### config.mk
export PLATFORM = sky130hd
export DESIGN_NAME = am_lock_lane_rx_flat
export DESIGN_NICKNAME = d
export VERILOG_FILES = /design/src/rtl/am_lock_lane_rx_pkg.sv /design/src/rtl/am_lock_lane_rx_if.sv /design/src/rtl/am_lock_lane_rx_match.sv /design/src/rtl/am_lock_lane_rx.sv /design/src/flat_wrapper.sv
export SDC_FILE = /design/constraint.sdc
export NUM_CORES = 1
export LEC_CHECK = 0
export CORE_MARGIN = 2
export CORE_UTILIZATION = 43
export DETAILED_ROUTE_END_ITERATION = 12
export GPL_TIMING_DRIVEN = 0
export HOLD_SLACK_MARGIN = 0.06
export PLACE_DENSITY = 0.81
export RECOVER_POWER = 25
export SETUP_SLACK_MARGIN = 0.05
export SLEW_MARGIN = 10
export SYNTH_ARGS = -nofsm -noshare
export SYNTH_HDL_FRONTEND = slang
export SYNTH_SLANG_ARGS = --single-unit
### constraint.sdc
create_clock -name clk -period 3.4 [get_ports clk]
set_input_delay 0.85 -clock clk [delete_from_list [all_inputs] [get_ports clk]]
set_output_delay 0.85 -clock clk [all_outputs]
set_load 0.1 [all_outputs]
### src/rtl/am_lock_lane_rx_pkg.sv
// Shared constants for 40GBASE-R alignment-marker handling: sync headers,
// per-lane AM byte encodings and the AM lock FSM state type.
package pcs_am_pkg;

  localparam int BLOCK_W_DEF = 66;
  localparam int LANE_N_DEF  = 4;

  localparam logic [1:0] SH_DATA = 2'b10;
  localparam logic [1:0] SH_CTRL = 2'b01;

  // {M2,M1,M0} per lane, laid out exactly as they sit in block[25:2]
  localparam logic [LANE_N_DEF-1:0][23:0] AM_ENC = {
    24'h3D79A2,  // lane 3
    24'h9B65C5,  // lane 2
    24'hE6C4F0,  // lane 1
    24'h477690   // lane 0
  };

  typedef enum logic [1:0] {
    FIND,
    WAIT,
    LOCK
  } state_t;

endpackage

### src/rtl/am_lock_lane_rx_if.sv
// Block stream in / registered block stream plus AM lock status out.
interface am_lock_lane_rx_if
  import pcs_am_pkg::*;
#(
  parameter int BLOCK_W = BLOCK_W_DEF,
  parameter int LANE_W  = 2
);
  logic               block_v_i;
  logic               block_lock_i;
  logic [BLOCK_W-1:0] data_i;
  logic               data_v_o;
  logic [BLOCK_W-1:0] data_o;
  logic               am_v_o;
  logic               am_lock_o;
  logic [LANE_W-1:0]  lane_o;

  modport master (
    output block_v_i, block_lock_i, data_i,
    input  data_v_o, data_o, am_v_o, am_lock_o, lane_o
  );

  modport slave (
    input  block_v_i, block_lock_i, data_i,
    output data_v_o, data_o, am_v_o, am_lock_o, lane_o
  );
endinterface

### src/rtl/am_lock_lane_rx_match.sv
// Combinational AM detector: control header, M0-M2 equal to a lane encoding
// and M4-M6 equal to their complements. BIP3/BIP7 are not inspected.
module am_match_rx
  import pcs_am_pkg::*;
#(
  parameter int BLOCK_W = BLOCK_W_DEF,
  parameter int LANE_N  = LANE_N_DEF,
  parameter int LANE_W  = $clog2(LANE_N)
) (
  input  logic [BLOCK_W-1:0] blk,
  output logic               hit,
  output logic [LANE_W-1:0]  hit_lane
);

  logic [LANE_N-1:0] lane_hit;
  logic              ctrl;
  logic              unused_bip;

  assign ctrl       = (blk[1:0] == SH_CTRL);
  assign unused_bip = ^{blk[BLOCK_W-1:58], blk[33:26]};

  for (genvar l = 0; l < LANE_N; l++) begin : g_lane
    assign lane_hit[l] = (blk[25:2] == AM_ENC[l]) && (blk[57:34] == ~AM_ENC[l]);
  end

  // encodings are disjoint, so at most one lane can match
  always_comb begin
    hit_lane = '0;
    for (int l = LANE_N - 1; l >= 0; l--)
      if (lane_hit[l]) hit_lane = LANE_W'(l);
  end

  assign hit = ctrl && (|lane_hit);

endmodule

### src/rtl/am_lock_lane_rx.sv
// Per-lane AM lock: finds an AM, confirms it one period later, then marks
// every AM slot for deskew until four consecutive bad AMs are seen.
module am_lock_lane_rx
  import pcs_am_pkg::*;
#(
  parameter int BLOCK_W    = BLOCK_W_DEF,
  parameter int LANE_N     = LANE_N_DEF,
  parameter int AM_GAP_N   = 16383,
  parameter int GAP_CNT_W  = $clog2(AM_GAP_N + 1),
  parameter int BAD_AM_MAX = 4,
  parameter int LANE_W     = $clog2(LANE_N)
) (
  input logic             clk,
  input logic             reset,
  am_lock_lane_rx_if.slave bus
);

  localparam int BAD_W = $clog2(BAD_AM_MAX + 1);

  state_t               state;
  logic [LANE_W-1:0]    cand_lane;
  logic [GAP_CNT_W-1:0] gap_cnt;
  logic [BAD_W-1:0]     bad_cnt;
  logic [BAD_W-1:0]     bad_nxt;

  logic                 hit;
  logic [LANE_W-1:0]    hit_lane;
  logic                 slot;
  logic                 good;

  am_match_rx #(
    .BLOCK_W (BLOCK_W),
    .LANE_N  (LANE_N),
    .LANE_W  (LANE_W)
  ) u_match (
    .blk      (bus.data_i),
    .hit      (hit),
    .hit_lane (hit_lane)
  );

  assign slot    = (gap_cnt == GAP_CNT_W'(AM_GAP_N));
  assign good    = hit && (hit_lane == cand_lane);
  assign bad_nxt = bad_cnt + 1'b1;

  always_ff @(posedge clk or posedge reset) begin
    if (reset) begin
      state         <= FIND;
      cand_lane     <= '0;
      gap_cnt       <= '0;
      bad_cnt       <= '0;
      bus.data_v_o  <= 1'b0;
      bus.data_o    <= '0;
      bus.am_v_o    <= 1'b0;
      bus.am_lock_o <= 1'b0;
      bus.lane_o    <= '0;
    end else begin
      bus.data_v_o <= bus.block_v_i;
      bus.data_o   <= bus.data_i;
      bus.am_v_o   <= 1'b0;
      if (!bus.block_lock_i) begin
        state         <= FIND;
        gap_cnt       <= '0;
        bad_cnt       <= '0;
        bus.am_lock_o <= 1'b0;
      end else if (bus.block_v_i) begin
        unique case (state)
          FIND: begin
            if (hit) begin
              cand_lane <= hit_lane;
              gap_cnt   <= '0;
              state     <= WAIT;
            end
          end
          WAIT: begin
            if (slot) begin
              gap_cnt <= '0;
              // a failed confirm drops to FIND without reusing this block
              if (good) begin
                state         <= LOCK;
                bad_cnt       <= '0;
                bus.am_lock_o <= 1'b1;
                bus.lane_o    <= cand_lane;
                bus.am_v_o    <= 1'b1;
              end else begin
                state <= FIND;
              end
            end else begin
              gap_cnt <= gap_cnt + 1'b1;
            end
          end
          LOCK: begin
            if (slot) begin
              gap_cnt <= '0;
              if (good) begin
                bad_cnt    <= '0;
                bus.am_v_o <= 1'b1;
              end else if (bad_nxt == BAD_W'(BAD_AM_MAX)) begin
                state         <= FIND;
                bad_cnt       <= '0;
                bus.am_lock_o <= 1'b0;
              end else begin
                // position is still trusted while the bad run is short
                bad_cnt    <= bad_nxt;
                bus.am_v_o <= 1'b1;
              end
            end else begin
              gap_cnt <= gap_cnt + 1'b1;
            end
          end
          default: state <= FIND;
        endcase
      end
    end
  end

endmodule

### src/flat_wrapper.sv
// flat-port wrapper written by rule: the top's interface ports become plain ports
module am_lock_lane_rx_flat import pcs_am_pkg::*;
#(
  parameter int BLOCK_W    = BLOCK_W_DEF,
  parameter int LANE_N     = LANE_N_DEF,
  parameter int AM_GAP_N   = 16383,
  parameter int GAP_CNT_W  = $clog2(AM_GAP_N + 1),
  parameter int BAD_AM_MAX = 4,
  parameter int LANE_W     = $clog2(LANE_N)
)
  (clk, reset, bus_block_v_i, bus_block_lock_i, bus_data_i, bus_data_v_o, bus_data_o, bus_am_v_o, bus_am_lock_o, bus_lane_o);
  am_lock_lane_rx_if #(.BLOCK_W(BLOCK_W), .LANE_W(LANE_W)) bus_i ();
  input logic clk;
  input logic reset;
  input wire logic [$bits(bus_i.block_v_i)-1:0] bus_block_v_i;
  input wire logic [$bits(bus_i.block_lock_i)-1:0] bus_block_lock_i;
  input wire logic [$bits(bus_i.data_i)-1:0] bus_data_i;
  output wire logic [$bits(bus_i.data_v_o)-1:0] bus_data_v_o;
  output wire logic [$bits(bus_i.data_o)-1:0] bus_data_o;
  output wire logic [$bits(bus_i.am_v_o)-1:0] bus_am_v_o;
  output wire logic [$bits(bus_i.am_lock_o)-1:0] bus_am_lock_o;
  output wire logic [$bits(bus_i.lane_o)-1:0] bus_lane_o;
  assign bus_i.block_v_i = bus_block_v_i;
  assign bus_i.block_lock_i = bus_block_lock_i;
  assign bus_i.data_i = bus_data_i;
  assign bus_data_v_o = bus_i.data_v_o;
  assign bus_data_o = bus_i.data_o;
  assign bus_am_v_o = bus_i.am_v_o;
  assign bus_am_lock_o = bus_i.am_lock_o;
  assign bus_lane_o = bus_i.lane_o;
  am_lock_lane_rx #(.BLOCK_W(BLOCK_W), .LANE_N(LANE_N), .AM_GAP_N(AM_GAP_N), .GAP_CNT_W(GAP_CNT_W), .BAD_AM_MAX(BAD_AM_MAX), .LANE_W(LANE_W)) u_core (.clk(clk), .reset(reset), .bus(bus_i));
endmodule
-- Word level (Yosys, flattened, before mapping)
Index checks and enable logic that the tools add are counted.
Widths: inputs -> output; s select.
- $add $sub $neg: 2
- $mul: 0
- div/mod/pow operators: 0
- $lt $le $gt $ge: 0
- equal/unequal tests: 23
- shift operators: 0
- mux-type cells: 42
- bitwise operators: 0
- reductions and logical operators: 15
- operator list (kind ; number):
    $eq 24x24->1 const B ; 4
    $mux 14 ; 4
    $eq 24x23->1 const B ; 2
    $pmux 14 s2 ; 1
    $eq 24x21->1 const B ; 1
    $eq 24x22->1 const B ; 1
    $mux 2 ; 12
    $mux 3 ; 7
    $ne 3x2->1 const B ; 6
    $add 14x1->14 const B ; 1
    $eq 14x14->1 const B ; 1
    $mux 1 ; 14
    $reduce_and 5->1 ; 2
    $reduce_and 7->1 ; 1
    $logic_and 1x1->1 ; 6
    $pmux 2 s3 ; 1
    $pmux 3 s2 ; 1
    $reduce_and 6->1 ; 1
    $eq 2x1->1 const B ; 2
    $pmux 1 s2 ; 2
    $reduce_and 4->1 ; 1
    $reduce_or 4->1 ; 1
    $add 3x1->3 const B ; 1
    $eq 3x3->1 const B ; 1
    other kinds (8) ; 8
- flip-flop bits (word level): 92
- bits in latches: 0
- RAM bits: 0
- ROM bits: 0
- bits of input ports: 70
- output and inout bits: 71
- memories kept: 0

-- Longest topological paths before layout
- depth after elaboration: 13
- depth in mapped cells: 9
- gate-level depth less buffers: 9

-- Cells and area by module
Synthesis repeated with hierarchy kept, for this count alone.
- cells, all modules: 263
- area, all modules: 3512.1 sq um
- modules (own cells, without submodules) (module ; instances ; cells each ; area each (sq um)):
    am_lock_lane_rx ; 1 ; 211 ; 3149.3
    am_match_rx ; 1 ; 52 ; 362.8

-- Worst setup path after synthesis
No wires, ideal clock.
- path kind: input to register
- start point: in bus_data_i[48]
- end point: reg u_core.bus.lane_o[0]
- setup time: 0.126 ns
- arrival: 2.557 ns
- required time: 3.274 ns
- path slack: 0.717 ns
- stages: 7
- buffers on the path: 0
- path through: and4bb_2 > nand4_1 > nor4_4 > or3_2 > a211oi_2 > nand4_1 > mux2_2
- longest elaborated chain between the ends: 9
- RTL lines (element ; RTL line ; RTL):
    from (decl) ; flat_wrapper.sv:17 ; input wire logic [$bits(bus_i.data_i)-1:0] bus_data_i;
    $eq 24x24->1 ; am_lock_lane_rx_match.sv:23 ; assign lane_hit[l] = (blk[25:2] == AM_ENC[l]) && (blk[57:34] == ~AM_ENC[l]);
    $logic_and 1x1->1 ; am_lock_lane_rx_match.sv:23 ;
    $mux 2 (4 in a row) ; am_lock_lane_rx_match.sv:30 ; if (lane_hit[l]) hit_lane = LANE_W'(l);
    $eq 2x2->1 ; am_lock_lane_rx.sv:42 ; assign good = hit && (hit_lane == cand_lane);
    $logic_and 1x1->1 (*) ; am_lock_lane_rx.sv:42 ;
    $reduce_and 5->1 (no source line) (*) ; -- ;
    to (signal assigned) ; am_lock_lane_rx.sv:82 ; bus.lane_o <= cand_lane;
    to (decl) ; am_lock_lane_rx_if.sv:24 ; output data_v_o, data_o, am_v_o, am_lock_o, lane_o
Every way passes the cells marked *; elsewhere a longest branch is shown, timed or not.
A chain may end at the register's enable or synchronous reset.

-- Final worst setup path
- start point: in bus_data_i[48]
- end point: reg u_core.bad_cnt[1]
- longest elaborated chain between the ends: 13
- RTL lines (element ; RTL line ; RTL):
    $eq 24x24->1 ; am_lock_lane_rx_match.sv:23 ;
    $logic_and 1x1->1 ; am_lock_lane_rx_match.sv:23 ;
    $mux 2 (4 in a row) ; am_lock_lane_rx_match.sv:30 ;
    $eq 2x2->1 ; am_lock_lane_rx.sv:42 ;
    $logic_and 1x1->1 (*) ; am_lock_lane_rx.sv:42 ;
    $mux 3 ; am_lock_lane_rx.sv:94 ; if (good) begin
    $mux 3 ; am_lock_lane_rx.sv:92 ; if (slot) begin
    $pmux 3 s2 ; am_lock_lane_rx.sv:66 ; unique case (state)
    $mux 3 ; am_lock_lane_rx.sv:65 ; end else if (bus.block_v_i) begin
    $mux 3 ; am_lock_lane_rx.sv:60 ; if (!bus.block_lock_i) begin
    to (signal assigned) ; am_lock_lane_rx.sv:103 ; bad_cnt <= bad_nxt;
    to (decl) ; am_lock_lane_rx.sv:23 ; logic [BAD_W-1:0] bad_cnt;
Every way passes the cells marked *; elsewhere a longest branch is shown, timed or not. The select of a mux whose other input is x is not followed.

==> impl_table.tex <==
\begin{tabular}{lr}
\hline
Metric & Value \\
\hline
\multicolumn{2}{l}{\textbf{Yosys}} \\
\quad Fraction of synthesis flops using an asynchronous set or reset pin & 100\% \\
\quad EDFF count, synth & 0 \\
\quad Yosys cell types & 51 \\
\quad Count of warnings emitted by yosys & 0 \\
\quad Cell types occupying the most area after synthesis & sky130\_fd\_sc\_hd\_\_dfrtp\_1, sky130\_fd\_sc\_hd\_\_and4bb\_2, sky130\_fd\_sc\_hd\_\_ha\_1, sky130\_fd\_sc\_hd\_\_xor2\_1, sky130\_fd\_sc\_hd\_\_nand4\_1 \\
\quad Instance count of the mapped netlist & 268 \\
\quad Cell type contributing the most total cell area after synthesis & sky130\_fd\_sc\_hd\_\_dfrtp\_1 \\
\quad Top\_reg\_cell synth & sky130\_fd\_sc\_hd\_\_dfrtp\_1 \\
\quad Combined area of all synthesized cells & 3610 sq um \\
\quad Sequential area share after synthesis & 63.8\% \\
\quad Synthesized net count & 345 \\
\quad Post-synth top area share & 63.8\% \\
\quad Post-synthesis sequential element count & 92 \\
\quad Mean area per synthesized cell & 13.5 sq um \\
\multicolumn{2}{l}{\textbf{Setup path}} \\
\quad Critical Path Sink & u\_core.bad\_cnt[1]\$\_DFFE\_PP0P\_ \\
\quad Worst Setup End Kind & flip-flop \\
\quad Worst setup SP type & input port \\
\quad Worst r2r src & u\_core.gap\_cnt[3]\$\_DFFE\_PP0P\_ \\
\quad Required time of the worst setup path & 3.65 ns \\
\quad Cell depth of the worst flop-to-flop path & 8 \\
\quad Category of the critical setup timing path & in2reg \\
\quad Worst setup path startpoint & bus\_data\_i[48] \\
\quad Worst R2R End & u\_core.bad\_cnt[2]\$\_DFFE\_PP0P\_ \\
\quad Slack of the worst reg-to-reg path & 1.13 ns \\
\quad Largest fanout of any net on the critical path & 5 \\
\quad Data arrival at the endpoint of the critical path & 3.47 ns \\
\multicolumn{2}{l}{\textbf{CTS}} \\
\quad CTS tree & built \\
\quad Bufs on Longest Clock Path & 2 \\
\quad Source-to-sink clock delay at the later pin of the worst-skew pair & 0.35 ns \\
\quad CTS sink count & 92 \\
\quad Root cell of the clock tree & sky130\_fd\_sc\_hd\_\_clkbuf\_8 \\
\quad CTS clk-pin slew, worst paths & 0.09 ns \\
\quad Clock buffer count from CTS & 9 \\
\quad Hold buffer count at CTS & 0 \\
\quad Number of levels in the clock H-tree & 3 \\
\multicolumn{2}{l}{\textbf{Floorplan}} \\
\quad Initial core utilization & 44.1\% \\
\quad Die Span X & 95.6 microns \\
\quad Die Y-Extent & 95.6 microns \\
\quad Overall die area & 9140 sq um \\
\quad \# IOs & 141 \\
\quad Area inside the core boundary & 8180 sq um \\
\quad Row count & 33 \\
\multicolumn{2}{l}{\textbf{Final layout}} \\
\quad Sequential standard cell area & 2300 sq um \\
\quad Area growth syn-to-layout & 49.0\% \\
\quad Post-layout net count & 499 \\
\quad Post-Layout Inst Area & 5380 sq um \\
\quad Fraction of layout instances using a drive strength above 1 & 11.5\% \\
\quad Number of diodes & 0 \\
\quad Top library cells by usage in the layout, fill and taps aside & sky130\_fd\_sc\_hd\_\_dfrtp\_1, sky130\_fd\_sc\_hd\_\_clkdlybuf4s50\_1, sky130\_fd\_sc\_hd\_\_dlygate4sd3\_1 \\
\quad Commonest non-fill, non-tap cell in the layout & sky130\_fd\_sc\_hd\_\_dfrtp\_1 \\
\quad Area used by multi-input combinational logic & 1250 sq um \\
\quad Final Core Density & 65.7\% \\
\quad Filler Cell Count & 632 \\
\multicolumn{2}{l}{\textbf{Placed design}} \\
\quad Final HPWL DP & 6720 microns \\
\quad Count of port buffers added during placement & 140 \\
\quad Cell area after placement & 5170 sq um \\
\quad Placer congestion estimate & 0.853 \\
\quad Setup slack at placement & -0.133 ns \\
\multicolumn{2}{l}{\textbf{Timing}} \\
\quad Number of pins exceeding their max-slew limit in the final report & 0 \\
\quad Max Clock Freq & 310 MHz \\
\quad Final Skew & 0.00627 ns \\
\quad Worst Tran Pin Value & 1.02 ns \\
\quad Total negative slack for setup checks & 0 ns \\
\quad Worst slew margin relative to its limit & 31.7\% \\
\quad Final setup margin & 0.179 ns \\
\quad Final critical-path share of the clock period & 94.7\% \\
\quad Unrepaired setup endpoints after global routing & false \\
\quad Min Tclk post-route & 3.22 ns \\
\quad Final Hold Violating Endpoints & 0 \\
\quad Final Setup Violations & 0 \\
\multicolumn{2}{l}{\textbf{Power and ir drop}} \\
\quad Net Switching & 0.787 mW \\
\quad Clock share of power & 30.2\% \\
\quad Total design power & 2.40 mW \\
\quad Peak supply drop & 0.000207 V \\
\quad Flop pwr share & 47.6\% \\
\quad Power share of the combinational group & 22.3\% \\
\quad Cell internal pwr & 1.62 mW \\
\quad Power Density & 447 nW/um\^{}2 \\
\quad Net Sw Frac & 32.8\% \\
\quad Leakage power & 2.27 nW \\
\multicolumn{2}{l}{\textbf{Route}} \\
\quad DR DRC count & 0 \\
\quad Number of DRC violations after detailed-routing iteration 0 & 111 \\
\quad Post-route ant nets & 0 \\
\quad Via density per instance & 5.19 \\
\quad Wirelength per Cell & 16.8 microns \\
\quad Final wirelength & 8940 microns \\
\quad Number of iterations in the first detailed-routing pass & 4 \\
\quad Detailed-route via count & 2756 \\
\multicolumn{2}{l}{\textbf{Global routing}} \\
\quad Gr ovfl total & 0 \\
\quad Total global-route track usage & 19.9\% \\
\quad First-pass GRT wire length & 13700 microns \\
\quad Maximum number of pins on one net before global-route repair & 56 \\
\quad Antenna violations before repair & 0 \\
\quad Vias in the first global route & 2708 \\
\multicolumn{2}{l}{\textbf{Run status}} \\
\quad Status & finished clean \\
\multicolumn{2}{l}{\textbf{Flow run}} \\
\quad Count of maximum capacitance violations & 0 \\
\multicolumn{2}{l}{\textbf{Min path}} \\
\quad Worst hold path class & reg2reg \\
\hline
\end{tabular}
==> Yosys cell counts, types with 2 or more instances <==
cell / count
sky130_fd_sc_hd__nor4bb_1: 3
sky130_fd_sc_hd__nor3b_1: 2
sky130_fd_sc_hd__o21ai_0: 7
sky130_fd_sc_hd__and4bb_1: 3
sky130_fd_sc_hd__nor3_1: 4
sky130_fd_sc_hd__nor4_4: 2
sky130_fd_sc_hd__nand2_1: 14
sky130_fd_sc_hd__nor4b_1: 2
sky130_fd_sc_hd__dfrtp_1: 92
sky130_fd_sc_hd__xor2_1: 10
sky130_fd_sc_hd__nor2b_1: 5
sky130_fd_sc_hd__a31oi_1: 2
sky130_fd_sc_hd__a22o_1: 2
sky130_fd_sc_hd__nand3b_1: 4
sky130_fd_sc_hd__nand2b_1: 4
sky130_fd_sc_hd__and4b_1: 2
sky130_fd_sc_hd__nand4_2: 2
sky130_fd_sc_hd__o22ai_1: 3
sky130_fd_sc_hd__a21oi_1: 4
sky130_fd_sc_hd__o21a_1: 2
sky130_fd_sc_hd__inv_1: 9
sky130_fd_sc_hd__nor2_1: 17
sky130_fd_sc_hd__ha_1: 7
sky130_fd_sc_hd__mux2_2: 4
sky130_fd_sc_hd__nand4_1: 13
sky130_fd_sc_hd__and3_1: 6
sky130_fd_sc_hd__and4bb_2: 11
sky130_fd_sc_hd__nand3_1: 9
==> flip-flops by register name, summed over array words and instances (netlist names) <==
name,count
u_core.bus.data_o,66
u_core.gap_cnt,14
u_core.bad_cnt,3
u_core.bus.lane_o,2
u_core.cand_lane,2
u_core.state,2
u_core.bus.am_lock_o,1
u_core.bus.am_v_o,1
u_core.bus.data_v_o,1
==> routing by layer <==
layer / GRT usage [%] / wire length [microns]
met1: 24.7 / 3670
met3: 3.08 / 416
met4: 9.05 / 191
met5: 0 / 0
met2: 34.2 / 4660
==> how the worst min path moves through the flow <==
stage / slack (ns) / depth (start not counted) / to / from
after floorplan: 0.47 / 2 / u_core.bad_cnt[2]$_DFFE_PP0P_ / u_core.bad_cnt[2]$_DFFE_PP0P_
after global placement: 0.49 / 2 / u_core.bad_cnt[2]$_DFFE_PP0P_ / u_core.bad_cnt[2]$_DFFE_PP0P_
after detailed placement: 0.50 / 1 / u_core.bus.lane_o[0]$_DFFE_PP0P_ / u_core.bus.lane_o[0]$_DFFE_PP0P_
after CTS: 0.52 / 1 / u_core.bus.lane_o[0]$_DFFE_PP0P_ / u_core.bus.lane_o[0]$_DFFE_PP0P_
after global routing: 0.54 / 1 / u_core.bus.lane_o[0]$_DFFE_PP0P_ / u_core.bus.lane_o[0]$_DFFE_PP0P_
final: 0.52 / 1 / u_core.bus.lane_o[0]$_DFFE_PP0P_ / u_core.bus.lane_o[0]$_DFFE_PP0P_
==> critical path: stages <==
cell and delay (ns):
sky130_fd_sc_hd__dlygate4sd3_1 0.55, sky130_fd_sc_hd__and4bb_2 0.38, sky130_fd_sc_hd__nand4_1 0.20, sky130_fd_sc_hd__nor4_4 0.38, sky130_fd_sc_hd__or3_2 0.23, sky130_fd_sc_hd__a2111oi_4 0.08, sky130_fd_sc_hd__a311oi_2 0.46, sky130_fd_sc_hd__nor2_1 0.12
sky130_fd_sc_hd__a22o_1 0.20
==> kinds of logic (layout without fill, tap and decap cells) <==
logic type	Yosys count	after routing	share of synthesized area [%]
simple gates	111	111	21.5
flops	92	92	63.8
compound gates	31	31	6.87
buf+inv	12	170	1.39
xor+xnor	10	10	2.43
fa+ha+maj	7	7	2.43
mux	5	5	1.53
==> power by group through the flow <==
stage	sequential, mW	clock (mW)	combinational (mW)
floorplan	1.47	0	0.0432
global placement	1.16	0	0.539
detailed placement	1.17	0	0.549
CTS	1.14	0.741	0.550
global route	1.15	0.779	0.553
finish	1.14	0.725	0.536
==> layout make-up <==
cell class / instances / area share (%)
timing repair buffer: 143 / 26.9
buffer: 3 / 0.303
inverter: 9 / 0.675
clock inverter: 5 / 1.16
clock buffer: 10 / 2.37
tap: 105 / 2.44
sequential: 92 / 42.8
multi-input combinational: 164 / 23.3
==> stage by stage <==
stage	instances	hold slack [ns]
6_report	531	0.517
2_1_floorplan	268	0.472
4_1_cts	529	0.520
5_1_grt	531	0.544
3_3_place_gp	513	0.487
3_5_place_dp	514	0.498
==> repair_timing <==
item | 4_1_cts | 5_1_grt
setup buffers | 0 | 2
resized for setup | 0 | 0
setup endpoints to repair | 0 | 3
No activity file was read; power rests on OpenSTA's default activity.
